## src/rtl/alu_pkg.sv

```systemverilog
// Shared definitions for the ALU arbiter: op codes, arbiter state encoding and
// the combinational ALU function evaluated once for the granted requester.
package alu_pkg;

  localparam logic [3:0] ALU_OP_AND = 4'b0000;
  localparam logic [3:0] ALU_OP_OR  = 4'b0001;
  localparam logic [3:0] ALU_OP_ADD = 4'b0010;
  localparam logic [3:0] ALU_OP_SUB = 4'b0110;
  localparam logic [3:0] ALU_OP_SLT = 4'b0111;

  typedef enum logic {
    ARB_EMPTY = 1'b0,
    ARB_FULL  = 1'b1
  } arb_state_e;

  // Unlisted op codes produce 0 rather than trapping; SLT compares unsigned.
  function automatic logic [31:0] alu_eval(input logic [3:0]  op,
                                           input logic [31:0] a,
                                           input logic [31:0] b);
    case (op)
      ALU_OP_AND: return a & b;
      ALU_OP_OR:  return a | b;
      ALU_OP_ADD: return a + b;
      ALU_OP_SUB: return a - b;
      ALU_OP_SLT: return {31'b0, a < b};
      default:    return 32'b0;
    endcase
  endfunction

endpackage

```

## src/rtl/alu_arbiter_rr_picker.sv

```systemverilog
// Round-robin picker: one-hot grant to the first set req bit at or after ptr,
// wrapping back to bit 0.
module rr_picker #(
  parameter int N   = 2,
  parameter int IDW = 1
) (
  input  logic [N-1:0]   req,
  input  logic [IDW-1:0] ptr,
  output logic [N-1:0]   grant
);

  logic [N-1:0] upper;

  always_comb begin
    // NOTE: every output of a combinational block gets a default first, so no
    // path leaves it unassigned and no latch is inferred.
    upper = '0;
    grant = '0;
    for (int i = 0; i < N; i++) begin
      upper[i] = req[i] && (i >= int'(ptr));
    end
    // Scan downward so the lowest eligible index is the last one written.
    if (upper != '0) begin
      for (int i = N - 1; i >= 0; i--) begin
        if (upper[i]) begin
          grant    = '0;
          grant[i] = 1'b1;
        end
      end
    end else begin
      for (int i = N - 1; i >= 0; i--) begin
        if (req[i]) begin
          grant    = '0;
          grant[i] = 1'b1;
        end
      end
    end
  end

endmodule

```

## src/rtl/alu_arbiter.sv

```systemverilog
// Round-robin sharing of one ALU between NREQ requesters with a one-entry
// registered result. Optional counters are built when ALU_ARB_PERF_EN is defined.
module alu_arbiter #(
  parameter int NREQ = 2
) (
  input  logic              clk,
  input  logic              rst,
  input  logic [NREQ-1:0]   req_valid,
  output logic [NREQ-1:0]   req_ready,
  input  logic [NREQ*32-1:0] req_a,
  input  logic [NREQ*32-1:0] req_b,
  input  logic [NREQ*4-1:0] req_op,
  output logic [NREQ-1:0]   rsp_valid,
  input  logic [NREQ-1:0]   rsp_ready,
  output logic [31:0]       rsp_result,
  output logic              rsp_zero
`ifdef ALU_ARB_PERF_EN
  ,
  output logic [NREQ*32-1:0] perf_grant,
  output logic [31:0]       perf_stall
`endif
);

  import alu_pkg::*;

  localparam int IDW = $clog2(NREQ);

  arb_state_e      state;
  logic [IDW-1:0]  rr_ptr;
  logic [NREQ-1:0] pick;
  logic            rsp_fire;
  logic            can_accept;
  logic            accept;
  logic [IDW-1:0]  grant_idx;
  logic [IDW-1:0]  ptr_next;
  logic [31:0]     a_sel;
  logic [31:0]     b_sel;
  logic [3:0]      op_sel;
  logic [31:0]     alu_out;

  rr_picker #(.N(NREQ), .IDW(IDW)) u_picker (
    .req   (req_valid),
    .ptr   (rr_ptr),
    .grant (pick)
  );

  // rsp_valid is one-hot on the owner, so this only sees the owner's ready.
  assign rsp_fire   = |(rsp_valid & rsp_ready);
  assign can_accept = (state == ARB_EMPTY) || rsp_fire;
  assign req_ready  = can_accept ? pick : '0;
  assign accept     = |req_ready;

  always_comb begin
    a_sel     = '0;
    b_sel     = '0;
    op_sel    = '0;
    grant_idx = '0;
    for (int i = 0; i < NREQ; i++) begin
      if (pick[i]) begin
        a_sel     = req_a[32*i +: 32];
        b_sel     = req_b[32*i +: 32];
        op_sel    = req_op[4*i +: 4];
        grant_idx = IDW'(i);
      end
    end
  end

  assign alu_out  = alu_eval(op_sel, a_sel, b_sel);
  assign ptr_next = (grant_idx == IDW'(NREQ - 1)) ? '0 : grant_idx + IDW'(1);

  // NOTE: sequential state uses non-blocking assignments so every register
  // samples the pre-edge values, independent of statement order.
  always_ff @(posedge clk or posedge rst) begin
    if (rst) begin
      state      <= ARB_EMPTY;
      rsp_valid  <= '0;
      rsp_result <= '0;
      rsp_zero   <= 1'b0;
      rr_ptr     <= '0;
    end else if (accept) begin
      // Accept with a concurrent drain replaces the entry on the same edge.
      state      <= ARB_FULL;
      rsp_valid  <= req_ready;
      rsp_result <= alu_out;
      rsp_zero   <= (alu_out == 32'b0);
      rr_ptr     <= ptr_next;
    end else if (rsp_fire) begin
      state     <= ARB_EMPTY;
      rsp_valid <= '0;
    end
  end

`ifdef ALU_ARB_PERF_EN
  always_ff @(posedge clk or posedge rst) begin
    if (rst) begin
      perf_grant <= '0;
      perf_stall <= '0;
    end else begin
      for (int i = 0; i < NREQ; i++) begin
        if (req_ready[i]) begin
          perf_grant[32*i +: 32] <= perf_grant[32*i +: 32] + 32'd1;
        end
      end
      if ((rsp_valid != '0) && !rsp_fire) begin
        perf_stall <= perf_stall + 32'd1;
      end
    end
  end
`endif

endmodule

```

## config.mk

```make
export PLATFORM = sky130hd
export DESIGN_NAME = alu_arbiter
export DESIGN_NICKNAME = d
export VERILOG_FILES = /design/src/rtl/alu_pkg.sv /design/src/rtl/alu_arbiter_rr_picker.sv /design/src/rtl/alu_arbiter.sv
export SDC_FILE = /design/constraint.sdc
export NUM_CORES = 1
export LEC_CHECK = 0
export ABC_AREA = 0
export CORE_MARGIN = 3
export CORE_UTILIZATION = 50
export DETAILED_ROUTE_END_ITERATION = 8
export PLACE_DENSITY = 0.8
export SYNTH_ARGS = -nofsm -noshare
export SYNTH_HDL_FRONTEND = slang
export SYNTH_SLANG_ARGS = --single-unit
```

## constraint.sdc

```tcl
create_clock -name clk -period 7.7 [get_ports clk]
set_input_delay 0.77 -clock clk [delete_from_list [all_inputs] [get_ports clk]]
set_output_delay 0.77 -clock clk [all_outputs]
set_load 0.01 [all_outputs]
```

==> reports/qor.csv, run 1 <==
stage,metric,value,unit
placement,place_area,0.00938,mm2
global_route,grt_pass1_wl,42100,um
synth,netlist_instances,1029,
clocking,cts_root_buf,clkbuf_16,
final_layout,fillers,1390,
power_and_ir_drop,ir_worst_vdd,0.118,mV
placement,pre_cts_ws,1.52,ns
synth,yosysUniqueCellTypes,93,
global_route,first_global_vias,7870,
timing,clock-skew-final,0.00262,ns
placement,place_congestion,1.04,
synth,synth_nets,1276,
synth,synthArstFlopShare,100,%
floorplan,die-area,0.0166,mm2
synth,synth-edff-count,0,
clocking,cts_buffer_depth,2,
timing,relSlewSlack,39.4,%
timing,tns,0,ns
setup_path,cp.arrival,6.22,ns
setup_path,worstPathRequired,7.88,ns
synth,syn-cell-area,0.00755,mm2
final_layout,most-common-layout-cells,"178 x clkdlybuf4s50_1, 112 x nand2_1, 103 x ha_1, 89 x inv_1, 82 x nor2_1",
synth,ys_ff_latch,37,
placement,hpwl,21800,um
final_layout,ff_latch_area,926,um2
floorplan,die_w,129,um
run,drv_cap,0,
route,drtIter0Drc,1022,
timing,worstMarginPinSlew,0.909,ns
final_layout,post-route-util,65.0,%
floorplan,pin_count,179,
power_and_ir_drop,power,2.44,mW
min_path,holdCritPathClass,reg -> reg,
route,drc_errors,0,
clocking,cts.clk_slew.worst_paths,0.05,ns
final_layout,final_area,0.00951,mm2
synth,syn_avg_cell_area,7.34,um2
final_layout,areaGrowthSynthToFinish,25.9,%
timing,drv_slew,0,
final_layout,n_antenna_cell,0,
global_route,grt.total_usage,31.4,%
synth,synth_flop_cell,dfrtp_1,
route,vias_per_cell,6.43,
route,post_drt_wl_per_cell,20.2,um
route,ant_nets,0,
route,routed_wl,27300,um
clocking,clock-sinks,37,
power_and_ir_drop,p_leak,4.11,nW
final_layout,multiInputGateArea,0.00595,mm2
final_layout,final_nets,1412,
clocking,ctsHoldBuffers,0,
setup_path,crit_path_start_kind,input port,
global_route,overflow,0,
synth,ys_seq_area_share,12.3,%
global_route,antenna_found_initial,0,
route,vias,8678,
clocking,htree_num_levels,2,
timing,setup_ws,1.65,ns
floorplan,start_util,51.6,%
floorplan,rows,44,
placement,io_buffers,178,
setup_path,worstPathMaxFanout,43,
run_status,status,finished clean,
final_layout,mostFrequentLayoutCell,clkdlybuf4s50_1,
global_route,grt_max_degree,44,
clocking,cts_resized,0,
power_and_ir_drop,powerDensity,257,mW/mm2
timing,layout_min_cycle_time,6.05,ns
floorplan,fp.dieH,129,um
timing,rsz0062_at_grt,no,
final_layout,drive_gt1_share,5.57,%
clocking,cts_buffers,5,
synth,yosys_warnings,0,
route,drtPass1Iterations,8,
timing,fmax,165,MHz
floorplan,core_area,0.0146,mm2
timing,setup_violations,0,
timing,hold_violations,0,
setup_path,end_kind,flop,
clocking,postCtsSetupRepairBufs,0,
setup_path,criticalPathCategory,in -> reg,
clocking,insertion_delay,0.28,ns
clocking,cts_tree,built,
timing,timing.final.crit_share,78.5,%
-- layer usage --
layer	share of wire (%)	GRT usage, %
met4	3.6	11.8
met2	44	49.7
met3	11	4.36
met1	42	43.6
met5	0	0
-- layout make-up --
class                           count  share of cell area, %
Inverter                           95                   3.75
Sequential cell                    37                   9.73
Timing Repair Buffer              196                   20.2
Multi-Input combinational cell    830                   62.5
Tap cell                          184                   2.42
Clock buffer                        8                   1.43
-- final timing paths --
| path | start | endpoint | slack [ns] | cells past startpoint |
|---|---|---|---|---|
| min in group asynchronous | rst | rsp_result[1] | 0.90 | 3 |
| worst min-delay path | rsp_result[10] | rsp_result[10] | 0.47 | 2 |
| worst min register to register | rsp_result[10] | rsp_result[10] | 0.47 | 2 |
| max in group asynchronous | rst | rsp_result[24] | 6.46 | 3 |
| worst max-delay path | req_valid[0] | rsp_zero | 1.65 | 17 |
| worst max register to register | rr_ptr | rsp_zero | 2.20 | 16 |
-- sequential cells by signal, indices dropped and copies added, names as in the netlist --
| register | flops |
|---|---|
| rr_ptr | 1 |
| rsp_result | 32 |
| rsp_valid | 2 |
| rsp_zero | 1 |
| state | 1 |
-- power breakdown --
group          leakage, nW  internal, mW  switching, mW
registers            0.470         0.282         0.0470
clock network       0.0652         0.120         0.0731
logic                 3.57         0.765           1.16
total                 4.11          1.17           1.28
-- worst max-delay path, cell delays in order --
cell and delay [ns]:
clkdlybuf4s50_1 0.48, nand2b_1 0.30, and2_2 0.75, buf_4 0.30
a22o_1 0.18, ha_1 0.39, nor4_2 0.46, o21ai_0 0.22
a311oi_1 0.61, o31ai_1 0.15, a31oi_1 0.19, nand3b_1 0.10
a21o_2 0.22, nor4b_2 0.31, and4_1 0.24, nand4_1 0.15
o41ai_2 0.36
-- logic make-up after synthesis --
family,count (synthesis),share of synthesized area (%)
and+or+nand+nor,317,20.4
buffers and inverters,162,9.49
AOI/OAI and AO/OA,387,37.7
DFF,37,12.3
adders and majority gates,105,17.6
muxes,4,0.580
xor gates and xnor gates,17,1.97
-- synth_stat cells (all sizes together) (4+ instances only) --
cell type / n / area (um2)
a2111oi: 4 / 35.0
a21oi: 76 / 395
a32oi: 8 / 88.8
nand3: 21 / 105
o21bai: 10 / 75.1
buf: 25 / 133
xnor2: 14 / 123
nand4: 9 / 56.3
nor2: 82 / 308
a31oi: 11 / 68.8
o21a: 12 / 90.1
inv: 94 / 353
a21o: 14 / 108
ha: 103 / 1290
and3: 7 / 43.8
o21ai: 60 / 300
o31ai: 11 / 92.6
nand3b: 4 / 30.0
and4: 4 / 36.3
a22o: 64 / 561
a221o: 4 / 40.0
nor3: 18 / 95.1
a311oi: 5 / 50.0
a221oi: 10 / 105
nand2: 112 / 420
nand2b: 7 / 43.8
o2111ai: 4 / 35.0
clkbuf: 42 / 228
o22ai: 6 / 43.8
or3: 8 / 55.1
o211ai: 19 / 143
nor4: 17 / 134
a211oi: 20 / 155
or4: 7 / 56.3
o311ai: 7 / 61.3
dfrtp: 37 / 926
o221ai: 6 / 52.6
nor2b: 11 / 68.8
-- metrics by stage --
stage	cells	hold slack [ns]
finish	1350	0.475
global route	1350	0.488
floorplan	1029	0.459
detailed placement	1342	0.463
global placement	1342	0.453
CTS	1350	0.476
(Power assumes the default switching activity.)
==> run 2: changes to the inputs <==
--- a/config.mk
+++ b/config.mk
@@ -7,9 +7,9 @@
 export LEC_CHECK = 0
 export ABC_AREA = 0
 export CORE_MARGIN = 3
-export CORE_UTILIZATION = 50
+export CORE_UTILIZATION = 47
 export DETAILED_ROUTE_END_ITERATION = 8
-export PLACE_DENSITY = 0.8
+export PLACE_DENSITY = 0.79
 export SYNTH_ARGS = -nofsm -noshare
 export SYNTH_HDL_FRONTEND = slang
 export SYNTH_SLANG_ARGS = --single-unit
==> constraint.sdc (replaced) <==
create_clock -name clk -period 5.35 [get_ports clk]
set_input_delay 0.535 -clock clk [delete_from_list [all_inputs] [get_ports clk]]
set_output_delay 0.535 -clock clk [all_outputs]
set_load 0.01 [all_outputs]
==> reports/qor.csv, run 2 (synthesis gave the netlist of run 1 again) <==
stage,metric,value,unit,change
clocking,cts_tree,built,,
clocking,postCtsSetupRepairBufs,0,,unchanged
clocking,insertion_delay,0.28,ns,about the same
clocking,clock-sinks,37,,unchanged
final_layout,n_antenna_cell,0,,unchanged
clocking,cts_root_buf,clkbuf_16,,
timing,worstMarginPinSlew,1.17,ns,+0.256 ns
setup_path,cp_common_cell,a221o_1,,
power_and_ir_drop,clkPwrFrac,7.6,%,-0.3 points
setup_path,end_kind,flop,,
placement,dp_cells,1417,,+5.6%
floorplan,die_w,133,um,+3.0%
floorplan,core_area,0.0155,mm2,+5.7%
timing,relSlewSlack,21.7,%,-18 points
timing,tns,0,ns,unchanged
floorplan,start_util,48.8,%,-2.8 points
route,drtPass1Iterations,5,,-3
setup_path,path_cells,clkdlybuf4s50_1 -> nand2b_1 -> and2_2 -> a22oi_1 -> inv_1 -> ha_1 -> fa_1 -> a21o_1 -> a221o_1 -> a32oi_4 -> a21o_2 -> a32oi_1 -> a221o_1 -> a22o_1 -> nor4b_2 -> and4_1 -> nand4_1 -> o41ai_2,,
floorplan,fp.dieH,133,um,+3.0%
setup_path,cpMaxStageDelayCell,clkdlybuf4s50_1,,
timing,layout_min_cycle_time,5.12,ns,
timing,rsz0062_at_grt,no,,
setup_path,worstPathMaxFanout,5,,-88%
run,drv_cap,0,,unchanged
final_layout,areaGrowthSynthToFinish,31.1,%,
timing,clock-skew-final,0.00228,ns,-0.000341 ns
timing,fmax,195,MHz,
final_layout,final_nets,1460,,+3.4%
power_and_ir_drop,seq_power_share,13.0,%,-0.5 points
placement,hpwl,23200,um,+6.4%
clocking,ctsHoldBuffers,0,,unchanged
final_layout,instances_no_fill,1425,,+5.6%
power_and_ir_drop,power,3.68,mW,+51%
final_layout,drive_gt1_share,9.23,%,+3.7 points
route,vias,8854,,+2.0%
run_status,status,finished clean,,
final_layout,top_register,rsp_result,,
final_layout,mostFrequentLayoutCell,clkdlybuf4s50_1,,
floorplan,pin_count,179,,unchanged
route,drc_errors,0,,unchanged
clocking,cts.clk_slew.worst_paths,0.05,ns,about the same
power_and_ir_drop,p_sw_share,51.2,%,-1.0 points
clocking,htree_num_levels,2,,unchanged
timing,hold_violations,0,,unchanged
global_route,grt_max_degree,42,,-4.5%
floorplan,rows,45,,+2.3%
timing,drv_slew,0,,unchanged
final_layout,most-common-layout-cells,"178 x clkdlybuf4s50_1, 112 x nand2_1, 103 x ha_1, 89 x inv_1, 82 x nor2_1",,
power_and_ir_drop,internal_power,1.80,mW,+54%
placement,place_congestion,1.00,,-3.6%
global_route,grt.total_usage,30.9,%,-0.59 points
placement,place_area,0.00977,mm2,+4.2%
power_and_ir_drop,p_sw,1.89,mW,+48%
route,ant_nets,0,,unchanged
power_and_ir_drop,power_frac_comb,79.4,%,+0.8 points
route,post_drt_wl_per_cell,20.0,um,-1.4%
setup_path,worstPathRequired,5.53,ns,-2.35 ns
global_route,first_global_vias,8320,,+5.7%
placement,io_buffers,178,,unchanged
min_path,holdCritPathClass,reg -> reg,,
final_layout,final_area,0.00990,mm2,+4.1%
global_route,overflow,0,,unchanged
setup_path,crit_path_start_kind,input port,,
final_layout,reg.largest.list,"rsp_result (32), rsp_valid (2)",,
timing,setup_violations,0,,unchanged
clocking,cts_buffers,5,,unchanged
floorplan,die-area,0.0176,mm2,+6.1%
setup_path,criticalPathCategory,in -> reg,,
route,drtIter0Drc,954,,-6.7%
setup_path,cp.arrival,5.30,ns,-0.92 ns
timing,timing.final.crit_share,95.6,%,
power_and_ir_drop,ir_worst_vdd,0.223,mV,+89%
setup_path,slowest_delay,0.55,ns,-0.20 ns
final_layout,largest_reg_flops,32,,unchanged
route,routed_wl,28400,um,+4.1%
global_route,grt_pass1_wl,44600,um,+5.9%
power_and_ir_drop,p_leak,4.34,nW,+5.6%
clocking,cts_buffer_depth,2,,unchanged
power_and_ir_drop,powerDensity,372,mW/mm2,+45%
global_route,antenna_found_initial,0,,unchanged
route,vias_per_cell,6.21,,-3.3%
==> run 2: cell count changes in the layout (fill, tap and decap cells not counted) <==
cell	previous run	this run
buf_4	18	65
buf_12	0	1
nor3_1	16	17
nor3_2	2	1
nor4_2	2	3
nor4_4	2	1
o311ai_0	4	3
o311ai_1	3	4
==> run 2: per-stage QoR <==
stage / hold WS, ns / utilization, % / worst slack, ns
5_1_grt: 0.510 / 64.0 / 0.0246
4_1_cts: 0.476 / 64.0 / 0.310
6_report: 0.476 / 64.0 / 0.233
3_5_place_dp: 0.463 / 63.1 / 0.0356
2_1_floorplan: 0.459 / - / 0.561
3_3_place_gp: 0.457 / 63.1 / 0.175
==> run 2: cell type report <==
class                   instances  area (um2)
inverters                      95         357
multi-input cells             830        5930
flip-flops and latches         37         926
clock buffers                   8         136
repair buffers                244        2290
fillers                      1439        5580
well taps                     211         264
==> run 2: routing by layer <==
layer / share of wire [%] / vias up / GRT usage (%)
met5: 0 / - / 0
met4: 3.2 / 0 / 11.3
met3: 9.6 / 67 / 3.84
met2: 44 / 527 / 49.1
met1: 43 / 4079 / 42.9
li1: - / 4181 / -
==> run 2: final timing paths <==
| check | startpoint | to | depth (start not counted) | slack, ns |
|---|---|---|---|---|
| max | req_valid[0] | rsp_zero | 18 | 0.23 |
| max in group asynchronous | rst | rsp_result[23] | 3 | 4.34 |
| min reg2reg | rsp_result[10] | rsp_result[10] | 2 | 0.48 |
| min in group asynchronous | rst | rsp_result[6] | 3 | 0.67 |
| min | rsp_result[10] | rsp_result[10] | 2 | 0.48 |
| max reg2reg | rr_ptr | rsp_zero | 17 | 0.55 |
==> run 2: critical path: cells and delay by family <==
kind / cells / cell delay, ns
fa+ha+maj: 2 / 0.70
simple gates: 5 / 0.93
compound gates: 9 / 2.48
buf+inv: 2 / 0.64
==> run 2: power groups by stage <==
stage | logic (mW) | clock network [mW] | registers [mW]
2_1_floorplan | 1.77 | 0 | 0.525
3_3_place_gp | 2.83 | 0 | 0.477
3_5_place_dp | 2.85 | 0 | 0.483
4_1_cts | 2.86 | 0.284 | 0.480
5_1_grt | 3.16 | 0.293 | 0.496
6_report | 2.92 | 0.279 | 0.479
==> run 2: what timing repair did <==
| item | CTS | global route |
|---|---|---|
| endpoints found under the hold margin | 0 | 0 |
| setup endpoints to repair | 0 | 1 |
| resized for setup | 0 | 1 |
